$ cat src/rtl/tenkey_debounce.sv
// Input conditioning for the lock controller: synchronises and debounces the tenkey
// switches and the close button, and rejects multi-key presses.
module tenkey_debounce #(
    parameter int DEBOUNCE = 4,
    parameter int CNT_W    = 8
) (
    input  logic       ck,
    input  logic       reset,
    input  logic [9:0] raw_key,
    input  logic       raw_close,
    output logic [9:0] tenkey,
    output logic       close,
    output logic       key_err
);

    typedef enum logic [1:0] {
        IDLE,
        DETECT,
        PRESSED,
        BLOCK
    } key_state_t;

    localparam logic [CNT_W-1:0] CNT_LAST = CNT_W'(DEBOUNCE - 1);
    localparam logic [CNT_W-1:0] CNT_ONE  = CNT_W'(1);
    localparam logic [CNT_W-1:0] CNT_MAX  = '1;

    logic [9:0]       s1_key;
    logic [9:0]       sk;
    logic             s1_close;
    logic             sc;
    key_state_t       state;
    logic [9:0]       cand;
    logic [CNT_W-1:0] cnt;
    logic [CNT_W-1:0] cc;
    logic             cl;
    logic             sk_multi;
    logic             sk_onehot;

    // Clearing the lowest set bit leaves something behind only when two or more bits are set.
    assign sk_multi  = (sk & (sk - 10'd1)) != 10'd0;
    assign sk_onehot = (sk != 10'd0) && !sk_multi;

    function automatic logic [CNT_W-1:0] sat_inc(input logic [CNT_W-1:0] v);
        return (v == CNT_MAX) ? v : v + CNT_ONE;
    endfunction

    always_ff @(posedge ck or negedge reset) begin
        if (!reset) begin
            s1_key   <= '0;
            sk       <= '0;
            s1_close <= 1'b0;
            sc       <= 1'b0;
        end else begin
            // NOTE: non-blocking so the second stage captures the first stage's previous value,
            // giving a true two-flop synchroniser instead of a single flop.
            s1_key   <= raw_key;
            sk       <= s1_key;
            s1_close <= raw_close;
            sc       <= s1_close;
        end
    end

    always_ff @(posedge ck or negedge reset) begin
        if (!reset) begin
            state   <= IDLE;
            cand    <= '0;
            cnt     <= '0;
            tenkey  <= '0;
            key_err <= 1'b0;
        end else begin
            key_err <= 1'b0;
            case (state)
                IDLE: begin
                    if (sk_onehot) begin
                        cand  <= sk;
                        cnt   <= CNT_ONE;
                        state <= DETECT;
                    end else if (sk_multi) begin
                        key_err <= 1'b1;
                        cnt     <= '0;
                        state   <= BLOCK;
                    end
                end
                DETECT: begin
                    if (sk == cand) begin
                        if (cnt == CNT_LAST) begin
                            tenkey <= cand;
                            cnt    <= '0;
                            state  <= PRESSED;
                        end else begin
                            cnt <= sat_inc(cnt);
                        end
                    end else if (sk_multi) begin
                        key_err <= 1'b1;
                        cnt     <= '0;
                        state   <= BLOCK;
                    end else begin
                        cnt   <= '0;
                        state <= IDLE;
                    end
                end
                // Held key is frozen; only an all-released run of DEBOUNCE samples ends it.
                PRESSED: begin
                    if (sk == 10'd0) begin
                        if (cnt == CNT_LAST) begin
                            tenkey <= '0;
                            cnt    <= '0;
                            state  <= IDLE;
                        end else begin
                            cnt <= sat_inc(cnt);
                        end
                    end else begin
                        cnt <= '0;
                    end
                end
                BLOCK: begin
                    if (sk == 10'd0) begin
                        if (cnt == CNT_LAST) begin
                            cnt   <= '0;
                            state <= IDLE;
                        end else begin
                            cnt <= sat_inc(cnt);
                        end
                    end else begin
                        cnt <= '0;
                    end
                end
                default: begin
                    cnt   <= '0;
                    state <= IDLE;
                end
            endcase
        end
    end

    // Close path: level follows sc after DEBOUNCE differing samples; pulse on the rise only.
    always_ff @(posedge ck or negedge reset) begin
        if (!reset) begin
            cc    <= '0;
            cl    <= 1'b0;
            close <= 1'b0;
        end else begin
            close <= 1'b0;
            if (sc != cl) begin
                if (cc == CNT_LAST) begin
                    cl    <= sc;
                    cc    <= '0;
                    close <= sc;
                end else begin
                    cc <= sat_inc(cc);
                end
            end else begin
                cc <= '0;
            end
        end
    end

endmodule

$ cat config.mk
export PLATFORM = sky130hd
export DESIGN_NAME = tenkey_debounce
export DESIGN_NICKNAME = d
export VERILOG_FILES = /design/src/rtl/tenkey_debounce.sv
export SDC_FILE = /design/constraint.sdc
export NUM_CORES = 1
export LEC_CHECK = 0
export ABC_CLOCK_PERIOD_IN_PS = 3700
export CAP_MARGIN = 20
export CORE_MARGIN = 4
export CORE_UTILIZATION = 45
export DETAILED_ROUTE_END_ITERATION = 8
export REMOVE_ABC_BUFFERS = 1
export SLEW_MARGIN = 40
export SYNTH_ARGS = -nofsm -noshare
export SYNTH_HDL_FRONTEND = slang
export SYNTH_SLANG_ARGS = --single-unit
$ cat constraint.sdc
create_clock -name ck -period 3.7 [get_ports ck]
set_input_delay 0.74 -clock ck [delete_from_list [all_inputs] [get_ports ck]]
set_output_delay 0.74 -clock ck [all_outputs]
set_load 0.01 [all_outputs]
==> results of run 1 <==
[placed cells by master (no fill, tap or decap), types with 6 or more instances in the layout]
| cell | instances |
|---|---|
| dfrtp_1 | 63 |
| clkdlybuf4s50_1 | 23 |
| nor2_1 | 18 |
| nand2_1 | 14 |
| nor3_1 | 13 |
| xnor2_1 | 11 |
| a22o_1 | 11 |
| mux2_4 | 9 |
| clkbuf_8 | 9 |
| nand3_1 | 6 |
[registers in the layout, indices dropped and copies added (netlist names)]
| signal | flops |
|---|---|
| cand | 10 |
| cc | 8 |
| cl | 1 |
| close | 1 |
| cnt | 8 |
| key_err | 1 |
| s1_close | 1 |
| s1_key | 10 |
| sc | 1 |
| sk | 10 |
| state | 2 |
| tenkey | 10 |
[report_power, final]
| group | internal, mW | switching (mW) |
|---|---|---|
| sequential | 0.719 | 0.0291 |
| clock | 0.317 | 0.287 |
| combinational | 0.0449 | 0.0535 |
[metal layers]
| layer | GRT usage [%] | vias up |
|---|---|---|
| li1 | - | 888 |
| met2 | 20.48 | 32 |
| met1 | 22.61 | 865 |
| met4 | 9.353 | 0 |
| met3 | 4.323 | 11 |
| met5 | 0 | - |
[final cells by class]
type | instances | area (µm²) | share of cell area [%]
inverter | 4 | 15.01 | 0.4648
clock buffer | 9 | 123.9 | 3.834
clock inverter | 7 | 81.33 | 2.517
sequential | 63 | 1577 | 48.80
timing repair buffer | 25 | 245.2 | 7.591
tap | 72 | 90.09 | 2.789
multi-input combinational | 151 | 1099 | 34.00
[logic make-up after synthesis]
kind of cell,count (synthesis)
AND/OR/NAND/NOR,77
XOR/XNOR,16
adder cells (fa/ha/maj),3
AO/OA/AOI/OAI,44
buffers and inverters,8
flip-flops,63
multiplexers,11
[worst max path at each step]
| stage | to | cells past startpoint | startpoint | slack, ns |
|---|---|---|---|---|
| after floorplan | cand[1] | 6 | sk[2] | 1.04 |
| after global placement | cand[4] | 6 | sk[2] | 0.90 |
| after detailed placement | cand[8] | 6 | sk[2] | 0.86 |
| after CTS | cand[8] | 6 | sk[2] | 0.83 |
| after global routing | cand[8] | 6 | sk[2] | 0.76 |
| final | cand[8] | 6 | sk[2] | 0.87 |
[per-stage QoR]
stage	area, µm²	utilization [%]	hold slack (ns)	setup WS, ns
after floorplan	2686	-	0.3312	1.041
after detailed placement	3022	53.24	0.3347	0.8573
after global placement	3019	53.20	0.3321	0.9002
after CTS	3227	56.86	0.3510	0.8341
final	3231	56.92	0.3497	0.8656
after global routing	3231	56.92	0.3575	0.7623
==> flow_metrics.env, run 1 <==
export IMPL_routed_via_density=5.426
export IMPL_drt_iter0_drc=123
export IMPL_period_share_pct=76.61
export IMPL_cts_setup_buffers=0
export IMPL_path_clk_slew_ns=0.08
export IMPL_cts_root_buf="clkbuf_8"
export IMPL_grt_pass1_wl_um=8756
export IMPL_synth_warnings=0
export IMPL_final_cells=331
export IMPL_p_leak_nw=1.393
export IMPL_die_height_um=85.59
export IMPL_boundaryPins=25
export IMPL_yosysTopAreaCell="dfrtp_1"
export IMPL_dp_cells=315
export IMPL_synthXorXnorAreaFrac_pct=5.173
export IMPL_r2r_start="sk[2]"
export IMPL_path_delay_family="simple AND/OR/NAND/NOR gates"
export IMPL_synth_seq_cells=63
export IMPL_crit_chain="or4_4 -> o31a_1 -> or4_4 -> a2111oi_4 -> nand2_2 -> mux2_4"
export IMPL_synth_mux_area_share_pct=5.820
export IMPL_hold_depth=0
export IMPL_numCtsBuffers=9
export IMPL_crit_arrival_ns=3.06
export IMPL_clkLatencyLatePin_ns=0.35
export IMPL_syn_to_final_growth_pct=19.26
export IMPL_postSynthAreaPerCell_um2=12.20
export IMPL_die_w_um=85.59
export IMPL_max_cap_viol_count=0
export IMPL_ctsResizeCount=0
export IMPL_postCtsHoldBufs=0
export IMPL_top_layer="met4"
export IMPL_rrSetupSlack_ns=0.87
export IMPL_hold_path_class="register to register"
export IMPL_synth_area_top_cells="dfrtp_1 (58%), mux2_4 (5.0%), a22o_1 (3.6%)"
export IMPL_antenna_found_initial=0
export IMPL_cp_end_kind="register"
export IMPL_start_util_pct=47.73
export IMPL_netlist_area_um2=2709
export IMPL_grt_pass1_vias=1733
export IMPL_hold_viol=0
export IMPL_synth_top_family_by_area="simple AND/OR/NAND/NOR gates"
export IMPL_gp_congestion=0.8967
export IMPL_grt_max_degree=44
export IMPL_path_class="register to register"
export IMPL_rsz0062_at_grt="false"
export IMPL_yosysUniqueCellTypes=48
export IMPL_clock_sinks=63
export IMPL_async_reset_ff_share_pct=100.0
export IMPL_dr_pass1_iters=4
export IMPL_synth_adder_area_share_pct=1.293
export IMPL_cp_start_kind="register"
export IMPL_drive_above_1_share_pct=14.29
export IMPL_reg2reg_depth=6
export IMPL_slew_headroom_pct=45.72
export IMPL_fmax_mhz=352.8
export IMPL_holdPathEnd="sk[7]"
export IMPL_skew_ns=0.007674
export IMPL_synth_simple_area_share_pct=14.83
export IMPL_drc=0
export IMPL_nNetsFinal=269
export IMPL_portBuffers=24
export IMPL_crit_path_frequent_cell="or4_4"
export IMPL_critPathMaxFanout=11
export IMPL_routed_wl_met3_um=214
export IMPL_num_fill_cells=465
export IMPL_grt_usage_pct=15.58
export IMPL_routedWlPerCell_um=15.34
export IMPL_yosysMostFrequentCell="dfrtp_1"
export IMPL_status="finished, final reports clean"
export IMPL_synth_flop_cell="dfrtp_1"
export IMPL_peakVddDrop_mv=0.2724
export IMPL_synth_edf_count=0
export IMPL_grt_ovfl_total=0
export IMPL_wl_met2_um=2139
export IMPL_place_hpwl_um=3397
export IMPL_cts_tree="done"
export IMPL_antennaDiodeCount=0
export IMPL_worst_pin_slew_ns=0.8079
export IMPL_worst_path_largest_cell_delay_ns=0.59
export IMPL_ys_top_cells_by_count="dfrtp_1 (63), nor2_1 (18), nand2_1 (14), nor3_1 (13)"
export IMPL_r2r_end="cand[8]"
export IMPL_hp_start="s1_key[7]"
export IMPL_fp_row_count=27
export IMPL_total_power_mw=1.451
export IMPL_maxSlewViolCount=0
export IMPL_core_area_um2=5675
export IMPL_drtAntennaViolNets=0
export IMPL_dr_total_vias=1796
export IMPL_synth_cells=222
export IMPL_cts_max_level=3
export IMPL_drt_total_wl_um=5077
export IMPL_met1_length_um=2599
export IMPL_critical_path_slowest_cell="or4_4"
export IMPL_ctsLongestPathBuffers=2
export IMPL_synth_compound_area_share_pct=13.30
export IMPL_fin_tns_setup_ns=0
export IMPL_final_min_clock_period_ns=2.834
export IMPL_die_area_um2=7325
export IMPL_ys_seq_area_share_pct=58.20
export IMPL_cp_num_buf_inv=0
export IMPL_worstPathRequired_ns=3.93
export IMPL_setup_viol=0
export IMPL_synth_top_area_share_pct=58.20
export IMPL_p_per_area_nw_per_um2=449.1
Power figures use the tool's default switching activity.
==> run 2: changes to the inputs <==
ABC_CLOCK_PERIOD_IN_PS = 2840   (was 3700)
clock period = 2.84 ns   (was 3.7 ns; I/O delays follow)
==> run 2 against run 1 <==
Clock-buffer cell count up 1. Via count up 0.61%. Worst setup slack worse by 0.72 ns. Power up 35%. Cell count up 2.1%. Largest power group unchanged. Largest cell class unchanged. Flip-flop and latch count unchanged. Non-clock buffer count up 7. Register-to-register slack worse by 0.72 ns. Highest routed layer unchanged. Fmax up 5.1%. Sequential power up 30%. Sequential share of layout area down 1.1 points.
==> flow_metrics.env, run 2 (synthesis results as in run 1) <==
export IMPL_most_common_layout_cells="dfrtp_1 (63), clkdlybuf4s50_1 (23), nor2_1 (18)"
export IMPL_fp_row_count=27
export IMPL_worst_path_largest_cell_delay_ns=0.57
export IMPL_dr_total_vias=1807
export IMPL_boundaryPins=25
export IMPL_syn_to_final_growth_pct=21.89
export IMPL_total_power_mw=1.954
export IMPL_dp_cells=322
export IMPL_drt_iter0_drc=136
export IMPL_critPathLaunch="sk[2]"
export IMPL_setup_viol=0
export IMPL_drtAntennaViolNets=0
export IMPL_ctsLongestPathBuffers=2
export IMPL_worst_pin_slew_ns=0.8330
export IMPL_place_hpwl_um=3379
export IMPL_crit_arrival_ns=2.92
export IMPL_grt_ovfl_total=0
export IMPL_start_util_pct=47.73
export IMPL_clock_sinks=63
export IMPL_clockPowerShare_pct=43.3
export IMPL_crit_path_frequent_cell="or4_4"
export IMPL_drive_above_1_share_pct=16.17
export IMPL_seq_area_um2=1577
export IMPL_p_seq_share_pct=49.7
export IMPL_rsz0062_at_grt="false"
export IMPL_routedWlPerCell_um=14.28
export IMPL_final_min_clock_period_ns=2.697
export IMPL_die_area_um2=7325
export IMPL_cts_max_level=3
export IMPL_slew_headroom_pct=44.10
export IMPL_grt_pass1_wl_um=8535
export IMPL_worstPathRequired_ns=3.06
export IMPL_die_w_um=85.59
export IMPL_critical_path_slowest_cell="or4_4"
export IMPL_drc=0
export IMPL_path_class="register to register"
export IMPL_antenna_found_initial=0
export IMPL_internal_power_mw=1.514
export IMPL_drt_total_wl_um=4828
export IMPL_grt_max_degree=39
export IMPL_mostFrequentLayoutCell="dfrtp_1"
export IMPL_pwr_share_comb_pct=7.0
export IMPL_grt_pass1_vias=1670
export IMPL_grt_usage_pct=15.24
export IMPL_numCtsBuffers=9
export IMPL_maxSlewViolCount=0
export IMPL_num_fill_cells=488
export IMPL_hold_viol=0
export IMPL_max_cap_viol_count=0
export IMPL_status="finished, final reports clean"
export IMPL_routed_via_density=5.346
export IMPL_path_clk_slew_ns=0.07
export IMPL_fin_tns_setup_ns=0
export IMPL_clkLatencyLatePin_ns=0.33
export IMPL_core_area_um2=5675
export IMPL_fmax_mhz=370.8
export IMPL_hold_path_class="primary input to asynchronous set/reset pin"
export IMPL_r2r_start="sk[2]"
export IMPL_die_height_um=85.59
export IMPL_period_share_pct=94.97
export IMPL_nNetsFinal=276
export IMPL_p_per_area_nw_per_um2=591.7
export IMPL_crit_chain="or4_4 -> o31a_1 -> or4_4 -> a2111oi_4 -> nand2_4 -> mux2_4"
export IMPL_cts_tree="done"
export IMPL_peakVddDrop_mv=0.3494
export IMPL_multi_input_area_um2=1101
export IMPL_final_cells=338
export IMPL_dr_pass1_iters=4
export IMPL_antennaDiodeCount=0
export IMPL_critPathMaxFanout=11
export IMPL_cp_start_kind="register"
export IMPL_p_leak_nw=1.444
export IMPL_cp_end_kind="register"
export IMPL_gp_congestion=0.8780
export IMPL_power_share_switching_pct=22.48
export IMPL_portBuffers=24
export IMPL_p_sw_mw=0.4392
export IMPL_skew_ns=0.007435
export IMPL_cts_root_buf="clkbuf_8"
[run 2: cell count changes in the layout (fill, tap and decap cells not counted)]
| cell | before | now |
|---|---|---|
| buf_4 | 2 | 9 |
| clkinv_2 | 0 | 3 |
| clkinv_4 | 4 | 1 |
| a2111oi_0 | 1 | 0 |
| a2111oi_1 | 0 | 1 |
| bufinv_16 | 1 | 2 |
| clkbuf_8 | 9 | 10 |
| clkinvlp_4 | 1 | 0 |
| inv_6 | 1 | 0 |
| nand2_2 | 1 | 0 |
| nand2_4 | 0 | 1 |
| o21ai_1 | 0 | 1 |
| o21ai_2 | 1 | 0 |
[run 2: final timing paths]
kind / endpoint / slack, ns / cells after the start
worst max-delay path: cand[8] / 0.14 / 6
worst min-delay path: sc / 0.18 / 1
worst max register to register: cand[8] / 0.14 / 6
worst min register to register: sk[8] / 0.35 / 0
max in group asynchronous: cand[9] / 2.11 / 2
min in group ck: sk[8] / 0.35 / 0
[run 2: final cells by class]
cell class                 instances  share of cell area [%]
multi-input combinational        151                   33.35
sequential                        63                   47.75
clock inverter                     6                   2.539
timing repair buffer              32                   9.019
tap                               72                   2.728
inverter                           4                  0.4547
clock buffer                      10                   4.168
[run 2: what timing repair did]
item	in CTS	in global routing
endpoints found under the setup margin	0	10
hold buffers	0	0
setup buffers	0	0
gates resized for setup	0	2
[run 2: power groups by stage]
stage	clock, mW	combinational, mW	sequential, mW
3_5_place_dp	0	0.138	0.988
2_1_floorplan	0	0.0784	0.983
3_3_place_gp	0	0.136	0.987
6_report	0.846	0.136	0.971
5_1_grt	0.923	0.161	0.978
4_1_cts	0.874	0.139	0.971
[run 2: worst max-delay path, delay by kind of cell, from the launching register on]
| kind | cells | cell delay, ns |
|---|---|---|
| multiplexers | 1 | 0.34 |
| AO/OA/AOI/OAI | 2 | 0.64 |
| flip-flops | 1 | 0.38 |
| AND/OR/NAND/NOR | 3 | 1.22 |
[run 2: metrics by stage]
stage | util (%) | hold slack (ns) | cell area, µm² | worst slack (ns)
finish | 58.18 | 0.1798 | 3302 | 0.1429
global route | 58.18 | 0.2027 | 3302 | 0.01133
CTS | 58.02 | 0.3282 | 3293 | 0.07803
detailed placement | 54.12 | 0.3347 | 3072 | 0.1075
global placement | 54.12 | 0.3318 | 3072 | 0.1290
floorplan | - | 0.2724 | 2686 | 0.1811
[run 2: per-layer routing]
| metal | global-route usage, % | up-vias | routed length (µm) |
|---|---|---|---|
| met2 | 18.86 | 49 | 1907 |
| met4 | 9.496 | 0 | 115 |
| met3 | 3.554 | 9 | 239 |
| met1 | 23.45 | 848 | 2565 |
| li1 | - | 901 | - |
| met5 | 0 | - | 0 |
==> run 3: changes to the inputs <==
ABC_CLOCK_PERIOD_IN_PS = 3210   (was 2840)
clock period = 3.21 ns   (was 2.84 ns; I/O delays follow)
==> run 3 against run 2 <==
Flip-flop and latch count unchanged. Wire length increased by 4.2%. Die area unchanged. Utilization decreased by 1.4 points. Clock power decreased by 29%. Global-route usage increased by 0.71 points. Cell area decreased by 2.5%. Combinational power decreased by 15%. Worst hold slack improved by 0.076 ns. Largest cell class unchanged.
==> flow_metrics.env, run 3 (synthesis results as in run 1) <==
export IMPL_status="finished, final reports clean"
export IMPL_cp_start_kind="register"
export IMPL_hold_viol=0
export IMPL_cts_setup_buffers=0
export IMPL_grt_pass1_vias=1895
export IMPL_portBuffers=24
export IMPL_top_layer="met4"
export IMPL_path_class="register to register"
export IMPL_rsz0062_at_grt="false"
export IMPL_place_hpwl_um=3481
export IMPL_max_cap_viol_count=0
export IMPL_fmax_mhz=349.7
export IMPL_antenna_found_initial=0
export IMPL_drc=0
export IMPL_dr_total_vias=1856
export IMPL_critPathMaxFanout=11
export IMPL_drive_above_1_share_pct=15.27
export IMPL_drt_total_wl_um=5030
export IMPL_internal_power_mw=1.162
export IMPL_cp_end_kind="register"
export IMPL_clock_sinks=63
export IMPL_slew_headroom_pct=59.90
export IMPL_num_fill_cells=492
export IMPL_path_clk_slew_ns=0.08
export IMPL_p_per_area_nw_per_um2=489.9
export IMPL_multi_input_area_um2=1099
export IMPL_hold_path_class="primary input to asynchronous set/reset pin"
export IMPL_cts_root_buf="clkbuf_8"
export IMPL_worst_pin_slew_ns=0.5961
export IMPL_die_height_um=85.59
export IMPL_numCtsBuffers=9
export IMPL_final_min_clock_period_ns=2.860
export IMPL_antennaDiodeCount=0
export IMPL_cts_tree="done"
export IMPL_postCtsHoldBufs=0
export IMPL_met1_length_um=2505
export IMPL_grt_ovfl_total=0
export IMPL_ctsLongestPathBuffers=2
export IMPL_routedWlPerCell_um=15.06
export IMPL_clockPowerShare_pct=38.0
export IMPL_mostFrequentLayoutCell="dfrtp_1"
export IMPL_grt_max_degree=39
export IMPL_fp_row_count=27
export IMPL_worstPathRequired_ns=3.43
export IMPL_grt_usage_pct=15.95
export IMPL_total_power_mw=1.578
export IMPL_core_area_um2=5675
export IMPL_boundaryPins=25
export IMPL_pwr_share_comb_pct=7.3
export IMPL_most_common_layout_cells="dfrtp_1 (63), clkdlybuf4s50_1 (23), nor2_1 (18)"
export IMPL_gp_congestion=0.8402
export IMPL_drt_iter0_drc=132
export IMPL_maxSlewViolCount=0
export IMPL_ctsResizeCount=0
export IMPL_routed_wl_met3_um=307
export IMPL_routed_via_density=5.557
export IMPL_grt_pass1_wl_um=9066
export IMPL_setup_viol=0
export IMPL_p_seq_share_pct=54.7
export IMPL_wl_met2_um=2135
export IMPL_die_w_um=85.59
export IMPL_nNetsFinal=272
export IMPL_start_util_pct=47.73
export IMPL_crit_arrival_ns=3.08
export IMPL_peakVddDrop_mv=0.3270
export IMPL_syn_to_final_growth_pct=18.89
export IMPL_clkLatencyLatePin_ns=0.34
export IMPL_p_sw_mw=0.4158
export IMPL_p_leak_nw=1.398
export IMPL_seq_area_um2=1577
export IMPL_dr_pass1_iters=4
export IMPL_cts_max_level=3
export IMPL_period_share_pct=89.09
export IMPL_die_area_um2=7325
export IMPL_skew_ns=0.01208
export IMPL_fin_tns_setup_ns=0
export IMPL_power_share_switching_pct=26.35
export IMPL_drtAntennaViolNets=0
[run 3: stage by stage]
stage,utilization (%),setup slack (ns),instance area [µm²],hold slack [ns],std cells
floorplan,-,0.5511,2686,0.3312,218
global placement,53.59,0.4321,3042,0.3330,318
detailed placement,53.64,0.3783,3044,0.3347,318
CTS,56.68,0.3604,3217,0.2711,334
global route,56.75,0.2055,3221,0.2890,334
finish,56.75,0.3501,3221,0.2556,334
[run 3: final cells by class]
class	instances	area share (%)
timing repair buffer	28	8.314
multi-input combinational	151	34.11
inverter	4	0.4662
clock buffer	9	3.846
tap	72	2.797
clock inverter	7	1.515
sequential	63	48.95
[run 3: critical path: stages (launching register included)]
cell and delay [ns]:
dfrtp_1 0.44, or4_4 0.60, o31a_1 0.25, or4_4 0.44, a2111oi_4 0.33, nand2_2 0.30, mux2_4 0.37
[run 3: path summary, 6_finish.rpt]
| kind | start | endpoint | slack [ns] | cells past startpoint |
|---|---|---|---|---|
| max in group asynchronous | reset | tenkey[9] | 2.35 | 2 |
| setup / recovery | sk[2] | cand[8] | 0.35 | 6 |
| min in group ck | s1_key[1] | sk[1] | 0.34 | 0 |
| hold / removal | reset | cnt[1] | 0.26 | 1 |
| hold reg to reg | s1_key[1] | sk[1] | 0.34 | 0 |
| setup reg to reg | sk[2] | cand[8] | 0.35 | 6 |
[run 3: power by group through the flow]
stage	clock network [mW]	registers [mW]	logic (mW)
6_report	0.600	0.862	0.116
5_1_grt	0.659	0.870	0.134
2_1_floorplan	0	0.870	0.0694
3_5_place_dp	0	0.878	0.119
3_3_place_gp	0	0.876	0.117
4_1_cts	0.619	0.863	0.119
[run 3: metal layers]
| layer | track usage [%] | up-vias |
|---|---|---|
| li1 | - | 894 |
| met1 | 22.20 | 906 |
| met2 | 22.53 | 49 |
| met3 | 4.995 | 7 |
| met4 | 7.770 | 0 |
| met5 | 0 | - |
